[config.mk]
export PLATFORM = sky130hd
export DESIGN_NAME = rs_lat_drv
export DESIGN_NICKNAME = d
export VERILOG_FILES = /design/src/rtl/rs_lat_drv.sv
export SDC_FILE = /design/constraint.sdc
export NUM_CORES = 1
export LEC_CHECK = 0
export ABC_AREA = 1
export CAP_MARGIN = 20
export CORE_MARGIN = 2
export CORE_UTILIZATION = 58
export DETAILED_ROUTE_END_ITERATION = 12
export PLACE_DENSITY = 0.82
export SYNTH_ARGS = -nofsm -noshare
export SYNTH_HDL_FRONTEND = slang
export SYNTH_SLANG_ARGS = --single-unit
[constraint.sdc]
create_clock -name clk -period 4.9 [get_ports clk]
set_clock_uncertainty 0.15 [all_clocks]
set_input_delay 0.735 -clock clk [delete_from_list [all_inputs] [get_ports clk]]
set_output_delay 0.735 -clock clk [all_outputs]
set_load 0.1 [all_outputs]
[src/rtl/rs_lat_drv.sv]
// Turns each accepted valid/ready command into one PULSE_W-cycle s or r pulse, a GUARD_W-cycle gap and a one-cycle done.
// Done comes PULSE_W+GUARD_W+1 cycles after the handshake (1 cycle when redundant); req_ready is low for the whole sequence.
module rs_lat_drv #(
    parameter int PULSE_W        = 4,
    parameter int GUARD_W        = 2,
    parameter int CNT_W          = 8,
    parameter int SKIP_REDUNDANT = 1
) (
    input  logic clk,
    input  logic rst,
    input  logic req_valid,
    input  logic req_val,
    output logic req_ready,
    output logic s,
    output logic r,
    output logic busy,
    output logic done,
    output logic shadow
);

    localparam logic [1:0] ST_IDLE  = 2'd0;
    localparam logic [1:0] ST_PULSE = 2'd1;
    localparam logic [1:0] ST_GUARD = 2'd2;
    localparam logic [1:0] ST_DONE  = 2'd3;

    localparam logic [CNT_W-1:0] PULSE_LD = CNT_W'(PULSE_W - 1);
    localparam logic [CNT_W-1:0] GUARD_LD = CNT_W'(GUARD_W - 1);

    logic [1:0]       state_q, state_d;
    logic [CNT_W-1:0] cnt_q, cnt_d;
    logic             val_q, val_d;
    logic             s_q, s_d;
    logic             r_q, r_d;
    logic             shadow_q, shadow_d;

    always_comb begin
        state_d  = state_q;
        cnt_d    = cnt_q;
        val_d    = val_q;
        s_d      = s_q;
        r_d      = r_q;
        shadow_d = shadow_q;
        case (state_q)
            ST_IDLE: begin
                if (req_valid) begin
                    // A command matching the believed latch state needs no pulse.
                    if ((SKIP_REDUNDANT != 0) && (req_val == shadow_q)) begin
                        state_d = ST_DONE;
                    end else begin
                        val_d   = req_val;
                        cnt_d   = PULSE_LD;
                        s_d     = req_val;
                        r_d     = ~req_val;
                        state_d = ST_PULSE;
                    end
                end
            end
            ST_PULSE: begin
                if (cnt_q == '0) begin
                    s_d      = 1'b0;
                    r_d      = 1'b0;
                    shadow_d = val_q;
                    if (GUARD_W > 0) begin
                        cnt_d   = GUARD_LD;
                        state_d = ST_GUARD;
                    end else begin
                        state_d = ST_DONE;
                    end
                end else begin
                    cnt_d = cnt_q - 1'b1;
                end
            end
            ST_GUARD: begin
                if (cnt_q == '0) begin
                    state_d = ST_DONE;
                end else begin
                    cnt_d = cnt_q - 1'b1;
                end
            end
            ST_DONE: begin
                state_d = ST_IDLE;
            end
            default: begin
                state_d = ST_IDLE;
            end
        endcase
    end

    always_ff @(posedge clk) begin
        if (!rst) begin
            state_q  <= ST_IDLE;
            cnt_q    <= '0;
            val_q    <= 1'b0;
            s_q      <= 1'b0;
            r_q      <= 1'b0;
            shadow_q <= 1'b0;
        end else begin
            state_q  <= state_d;
            cnt_q    <= cnt_d;
            val_q    <= val_d;
            s_q      <= s_d;
            r_q      <= r_d;
            shadow_q <= shadow_d;
        end
    end

    assign req_ready = (state_q == ST_IDLE) && rst;
    assign s         = s_q;
    assign r         = r_q;
    assign busy      = (state_q != ST_IDLE);
    assign done      = (state_q == ST_DONE);
    assign shadow    = shadow_q;

endmodule

==> results.ini, run 1 <==
[grt]
grt_overflow = 0
grt_first_pass_wirelength_mm = 3.12
grt_pass1_vias = 790
grt_antenna_before_repair = 0
grt_usage = 0.216
grt_max_degree = 11

[finish]
final_cells = 167
syn_to_final_growth_pct = 14.6
drive_gt1_frac = 0.0993
final_common_cell = nand2_1
final_cell_mix = nand2_1 (34), inv_1 (20), nor2_1 (17)
layout.nets = 164
n_antenna_cell = 0
final_util = 0.699

[outcome]
status = completed

[cts]
root_buffer = clkbuf_4
cts_resized = 0
cts.clk_slew.worst_paths_ns = 0.08
cts_tree = yes
cts_buffers = 3
clockBufferDepth = 2
hold_buffers = 0
cts_setup_buffers = 0
cts_max_level = 1
numClockSinks = 14
clock_latency_ns = 0.28

[setup_path]
startpoint_type = input pin
critPathMaxStageDelay_ns = 1.12
arrival_ns = 2.54
cp-end-kind = primary output
crit_top_cell = clkdlybuf4s50_1
crit_type = in -> out
crit_slowest_cell = clkdlybuf4s50_1
path_cells = clkdlybuf4s50_1 -> nand2_1 -> inv_1 -> clkdlybuf4s50_1
path_max_fanout = 6
worstPathRequired_ns = 4.01

[flow_run]
drv_cap = 0

[die]
io_pins = 10
initial_core_util = 0.610
num_rows = 14
die_area_um2 = 1900
core_um2 = 1490
die_h_um = 43.6
die_w_um = 43.6

[sta]
fmax_mhz = 292
setup_tns_ns = 0
holdWs_ns = 0.321
min_period_over_period = 0.700
slew-limit-headroom = 0.349
finalCriticalPeriod_ns = 3.43
tightest_slew_ns = 0.973
setup_violations = 0
hold_viol = 0
finalMaxSlewViolations = 0
rsz0062_at_grt = false

[logic_synthesis]
synth_simple_gate_area_share = 0.399
synth_cells = 139
yosysSeqAreaShare = 0.309
syn_area_um2 = 908
synthMuxAreaShare = 0
synth_compound_area_frac = 0.0909
synth_warnings = 0
synthAdderAreaFrac = 0.0964
ys_seq_elements = 14
yosys.area_share.xor_xnor = 0.00964
avgSynthCellArea_um2 = 6.54
synth_top_family_by_area = simple AND/OR/NAND/NOR gates
ys_types = 17
synthesis.nets = 150

[drt]
wl_per_cell_um = 11.0
first_pass_iters = 4
post-route-drc-count = 0
routed_via_density = 5.26
drt_iter0_markers = 7
ant_nets = 0
via_count = 879
wirelength_mm = 1.83

[place]
port_buffers = 9
hpwl_mm = 1.45
gp_congestion = 0.812
place_inst = 164

[hold_path]
hold_path.class = reg -> reg

==> registers in the layout, indices dropped and copies added, names as in the netlist <==
register	count
state_q	2
cnt_q	8
shadow	1
s	1
val_q	1
r	1
==> routing by layer <==
layer  up-vias  track usage  share of wire
li1        467            -              -
met1       393        0.247           0.44
met2        14        0.388           0.51
met3         5       0.0250          0.028
met4         0        0.109          0.019
met5         -            0              0
==> Yosys cell counts <==
| master | n | share of area |
|---|---|---|
| nor2_2 | 2 | 0.014 |
| a211oi_1 | 1 | 0.0083 |
| nor3_1 | 3 | 0.017 |
| nor2_4 | 2 | 0.025 |
| xnor2_1 | 1 | 0.0096 |
| ha_1 | 7 | 0.096 |
| inv_2 | 3 | 0.012 |
| nand2_2 | 3 | 0.021 |
| nand2_4 | 2 | 0.025 |
| a21oi_1 | 8 | 0.044 |
| inv_1 | 20 | 0.083 |
| nand2_1 | 34 | 0.14 |
| nand3_1 | 11 | 0.061 |
| o21ai_0 | 7 | 0.039 |
| nand4_1 | 4 | 0.028 |
| dfxtp_1 | 14 | 0.31 |
| nor2_1 | 17 | 0.070 |
==> final timing paths <==
path	from	end	slack, ns	cells after the start
hold reg to reg	s	s	0.32	2
hold / removal	s	s	0.32	2
setup / recovery	rst	req_ready	1.47	4
setup reg to reg	state_q[0]	cnt_q[2]	3.02	12
==> worst max-delay path, delay by kind of cell <==
kind	cells	cell delay, ns
buffers and inverters	3	1.73
and+or+nand+nor	1	0.08
==> per-stage QoR <==
step                      setup slack [ns]  cell area, um^2
final                                 1.47             1040
after global routing                  1.36             1040
after CTS                             1.47             1040
after detailed placement              1.48             1020
after global placement                1.48             1020
after floorplan                       2.65              908
==> cell families (layout without fill, tap and decap cells) <==
group	Yosys count	after routing
buffers and inverters	23	35
flip-flops	14	14
adder cells (fa/ha/maj)	7	7
XOR/XNOR	1	1
AND/OR/NAND/NOR	78	78
AO/OA/AOI/OAI	16	16
==> layout make-up <==
cell class              count  area (um^2)
clock buffers               3         22.5
fillers                   133          448
flip-flops and latches     14          280
inverters                  23         86.3
multi-input cells         102          542
repair buffers              9         90.1
well taps                  16         20.0
Power of run 1 is left out: the tool's default activity adds up to more than one toggle a clock period on the data nets, which glitch-free logic cannot reach.
==> run 2, diff against run 1 <==
--- a/config.mk
+++ b/config.mk
@@ -8,9 +8,9 @@
 export ABC_AREA = 1
 export CAP_MARGIN = 20
 export CORE_MARGIN = 2
-export CORE_UTILIZATION = 58
+export CORE_UTILIZATION = 49
 export DETAILED_ROUTE_END_ITERATION = 12
-export PLACE_DENSITY = 0.82
+export PLACE_DENSITY = 0.74
 export SYNTH_ARGS = -nofsm -noshare
 export SYNTH_HDL_FRONTEND = slang
 export SYNTH_SLANG_ARGS = --single-unit
==> constraint.sdc (replaced) <==
create_clock -name clk -period 2.9 [get_ports clk]
set_clock_uncertainty 0.15 [all_clocks]
set_input_delay 0.435 -clock clk [delete_from_list [all_inputs] [get_ports clk]]
set_output_delay 0.435 -clock clk [all_outputs]
set_load 0.1 [all_outputs]
==> results.ini, run 2 (same netlist as run 1, synthesis figures left out) <==
[cts]
cts_buffers = 3  ; unchanged
clockBufferDepth = 2  ; unchanged
cts_tree = yes  ; unchanged
cts.clk_slew.worst_paths_ns = 0.09  ; was 0.08 ns
cts_setup_buffers = 0  ; unchanged
numClockSinks = 14  ; unchanged
cts_max_level = 1  ; unchanged
clock_latency_ns = 0.28  ; about the same
cts_resized = 0  ; unchanged
hold_buffers = 0  ; unchanged
root_buffer = clkbuf_4  ; unchanged

[flow_run]
drv_cap = 0  ; unchanged

[finish]
reg_top3 = cnt_q (8), state_q (2)  ; unchanged
n_antenna_cell = 0  ; unchanged
nFillCells = 175  ; was 133
top_register = cnt_q  ; unchanged
drive_gt1_frac = 0.145  ; was 0.0993
layout.nets = 164  ; unchanged
final_common_cell = nand2_1  ; unchanged
syn_to_final_growth_pct = 15.7  ; was 14.6%
final_cell_mix = nand2_1 (34), inv_1 (20), nor2_1 (17)  ; unchanged
largest_reg_flops = 8  ; unchanged

[drt]
via_count = 886  ; was 879
routed_via_density = 5.01  ; was 5.26
wirelength_mm = 1.88  ; was 1.83 mm
first_pass_iters = 4  ; unchanged
post-route-drc-count = 0  ; unchanged
drt_iter0_markers = 23  ; was 7
wl_per_cell_um = 10.6  ; was 11.0 um
ant_nets = 0  ; unchanged

[die]
io_pins = 10  ; unchanged
die_area_um2 = 2210  ; was 1900 um^2
die_h_um = 47.1  ; was 43.6 um
die_w_um = 47.1  ; was 43.6 um
core_um2 = 1730  ; was 1490 um^2
num_rows = 15  ; was 14
initial_core_util = 0.526  ; was 0.610

[grt]
grt_usage = 0.210  ; was 0.216
grt_overflow = 0  ; unchanged
grt_pass1_vias = 801  ; was 790
grt_first_pass_wirelength_mm = 3.31  ; was 3.12 mm
grt_max_degree = 11  ; unchanged
grt_antenna_before_repair = 0  ; unchanged

[place]
port_buffers = 9  ; unchanged
gp_congestion = 0.806  ; was 0.812
hpwl_mm = 1.51  ; was 1.45 mm

[outcome]
status = completed  ; unchanged

[sta]
min_period_over_period = 0.718
hold_viol = 0  ; unchanged
tightest_slew_ns = 0.360  ; was 0.973 ns
slew-limit-headroom = 0.758  ; was 0.349
rsz0062_at_grt = false  ; unchanged
finalCriticalPeriod_ns = 2.08
setup_violations = 0  ; unchanged
finalMaxSlewViolations = 0  ; unchanged
fmax_mhz = 480
setup_tns_ns = 0  ; unchanged

[setup_path]
path_max_fanout = 6  ; unchanged
arrival_ns = 1.50  ; was 2.54 ns
cp-end-kind = primary output  ; unchanged
startpoint_type = flip-flop  ; was input pin
crit_type = reg -> out  ; was in -> out
worstPathRequired_ns = 2.32  ; was 4.01 ns

[hold_path]
hold_path.class = reg -> reg  ; unchanged

[run 2: final timing paths]
kind / to / startpoint / cells after the start / slack [ns]
max: busy / state_q[0] / 4 / 0.82
min: r / r / 2 / 0.32
min reg2reg: r / r / 2 / 0.32
max reg2reg: cnt_q[4] / state_q[0] / 12 / 1.01
[run 2: final cells by class]
class | count | area [um^2] | area share
Inverter | 23 | 86.3 | 0.0821
Sequential cell | 14 | 280 | 0.267
Timing Repair Buffer | 9 | 75.1 | 0.0714
Tap cell | 25 | 31.3 | 0.0298
Multi-Input combinational cell | 102 | 542 | 0.515
Clock buffer | 4 | 36.3 | 0.0345
[run 2: routing by layer]
metal	up-vias	part of all wire	global-route usage	wire [um]
met3	5	0.023	0.0231	43
met2	12	0.49	0.353	915
met1	400	0.47	0.275	887
li1	469	-	-	-
met5	-	0	0	0
met4	0	0.019	0.0833	36
[run 2: stage by stage]
| step | area [um^2] | hold slack, ns | std cells | setup slack [ns] | utilization |
|---|---|---|---|---|---|
| 2_1_floorplan | 908 | 0.318 | 139 | 0.923 | - |
| 3_3_place_gp | 1010 | 0.304 | 173 | 0.869 | 0.588 |
| 6_report | 1050 | 0.325 | 177 | 0.818 | 0.609 |
| 3_5_place_dp | 1010 | 0.314 | 173 | 0.858 | 0.588 |
| 4_1_cts | 1050 | 0.331 | 177 | 0.824 | 0.609 |
| 5_1_grt | 1050 | 0.353 | 177 | 0.754 | 0.609 |
[run 2: worst max-delay path: stages (launching register included)]
cell,delay [ns]
dfxtp_1,0.43
inv_1,0.10
ha_1,0.29
inv_2,0.11
buf_4,0.29
Power of run 2 is left out for the same reason.
==> run 3, diff against run 2 <==
==> constraint.sdc (replaced) <==
create_clock -name clk -period 1.76 [get_ports clk]
set_clock_uncertainty 0.15 [all_clocks]
set_input_delay 0.264 -clock clk [delete_from_list [all_inputs] [get_ports clk]]
set_output_delay 0.264 -clock clk [all_outputs]
set_load 0.1 [all_outputs]
==> results.ini, run 3 (same netlist as run 1, synthesis figures left out) <==
[outcome]
status = completed  ; unchanged

[grt]
grt_overflow = 0  ; unchanged
grt_max_degree = 11  ; unchanged
grt_first_pass_wirelength_mm = 3.36  ; was 3.31 mm
grt_usage = 0.213  ; was 0.210
grt_pass1_vias = 769  ; was 801
grt_antenna_before_repair = 0  ; unchanged

[die]
initial_core_util = 0.526  ; unchanged
die_w_um = 47.1  ; unchanged
num_rows = 15  ; unchanged
io_pins = 10  ; unchanged
die_h_um = 47.1  ; unchanged
die_area_um2 = 2210  ; unchanged
core_um2 = 1730  ; unchanged

[finish]
drive_gt1_frac = 0.205  ; was 0.145
n_antenna_cell = 0  ; unchanged
final_cell_mix = nand2_1 (34), inv_1 (17), nor2_1 (16)  ; was nand2_1 (34), inv_1 (20), nor2_1 (17)
nFillCells = 149  ; was 175
final_util = 0.682  ; was 0.609
layout.nets = 168  ; was 164
final_common_cell = nand2_1  ; unchanged
top_register = cnt_q  ; unchanged
largest_reg_flops = 8  ; unchanged
reg_top3 = cnt_q (8), state_q (2)  ; unchanged
syn_to_final_growth_pct = 29.6  ; was 15.7%

[setup_path]
startpoint_type = flip-flop  ; unchanged
arrival_ns = 1.24  ; was 1.50 ns
worstPathRequired_ns = 1.35  ; was 2.32 ns
critPathMaxStageDelay_ns = 0.32  ; was 0.43 ns
crit_slowest_cell = dfxtp_1  ; unchanged
cp-end-kind = primary output  ; unchanged
crit_type = reg -> out  ; unchanged
path_cells = inv_2 -> ha_4 -> nand2_1 -> inv_1 -> buf_12  ; was inv_1 -> ha_1 -> inv_2 -> buf_4
path_max_fanout = 6  ; unchanged

[cts]
numClockSinks = 14  ; unchanged
clockBufferDepth = 2  ; unchanged
cts_tree = yes  ; unchanged
root_buffer = clkbuf_4  ; unchanged
clock_latency_ns = 0.29  ; was 0.28 ns
cts_buffers = 3  ; unchanged
hold_buffers = 0  ; unchanged
cts.clk_slew.worst_paths_ns = 0.09  ; about the same
cts_max_level = 1  ; unchanged

[sta]
rsz0062_at_grt = false  ; unchanged
finalMaxSlewViolations = 0  ; unchanged
setup_violations = 0  ; unchanged
tightest_slew_ns = 0.277  ; was 0.360 ns
fmax_mhz = 605
holdWs_ns = 0.357  ; was 0.325 ns
min_period_over_period = 0.938
setup_slack_ns = 0.108  ; was 0.818 ns
hold_viol = 0  ; unchanged
slew-limit-headroom = 0.814  ; was 0.758
finalCriticalPeriod_ns = 1.65

[drt]
wl_met2_um = 924  ; was 915 um
via_count = 900  ; was 886
drt_iter0_markers = 14  ; was 23
wl_per_cell_um = 10.9  ; was 10.6 um
first_pass_iters = 4  ; unchanged
wl_met1_um = 957  ; was 887 um
ant_nets = 0  ; unchanged
wirelength_mm = 1.98  ; was 1.88 mm
wl_met3_um = 54  ; was 43 um
routed_via_density = 4.97  ; was 5.01
post-route-drc-count = 0  ; unchanged
dr.max_layer_used = met4  ; unchanged

[place]
port_buffers = 9  ; unchanged
hpwl_mm = 1.56  ; was 1.51 mm
gp_congestion = 0.837  ; was 0.806
dp_slack_ns = -0.0613  ; was 0.858 ns

[hold_path]
hold_path.class = reg -> reg  ; unchanged

[flow_run]
drv_cap = 0  ; unchanged

## run 3: final timing paths
path	cells after the start	slack [ns]	to	startpoint
hold reg to reg	2	0.36	shadow	shadow
setup reg to reg	9	0.11	cnt_q[0]	cnt_q[0]
hold / removal	2	0.36	shadow	shadow
setup / recovery	5	0.11	req_ready	state_q[1]
## run 3: worst max-delay path, delay by kind of cell (launching register included)
family / cells / cell delay, ns
DFF: 1 / 0.32
adders and majority gates: 1 / 0.20
buffers and inverters: 3 / 0.36
and+or+nand+nor: 1 / 0.07
## run 3: final cells by class
type	instances	area (um^2)	share of cell area
Inverter	23	91.3	0.0776
Sequential cell	14	282	0.239
Multi-Input combinational cell	102	557	0.473
Clock buffer	4	36.3	0.0308
Timing Repair Buffer	13	180	0.153
Tap cell	25	31.3	0.0266
## run 3: metal layers
metal,vias to the layer above,global-route usage
met5,-,0
met1,409,0.288
met2,14,0.334
met4,0,0.0833
met3,7,0.0423
li1,470,-
## run 3: timing repair
item	4_1_cts	5_1_grt
buffers inserted	0	0
resized for setup	1	5
pin swaps	0	2
setup endpoints to repair	1	7
## run 3: per-stage QoR
stage               setup TNS (ns)  instance area (um^2)  std cells
floorplan                        0                   917        139
global placement          -0.00763                  1130        177
detailed placement          -0.144                  1130        177
CTS                              0                  1170        181
global route                     0                  1180        181
finish                           0                  1180        181
Power of run 3 is left out for the same reason.
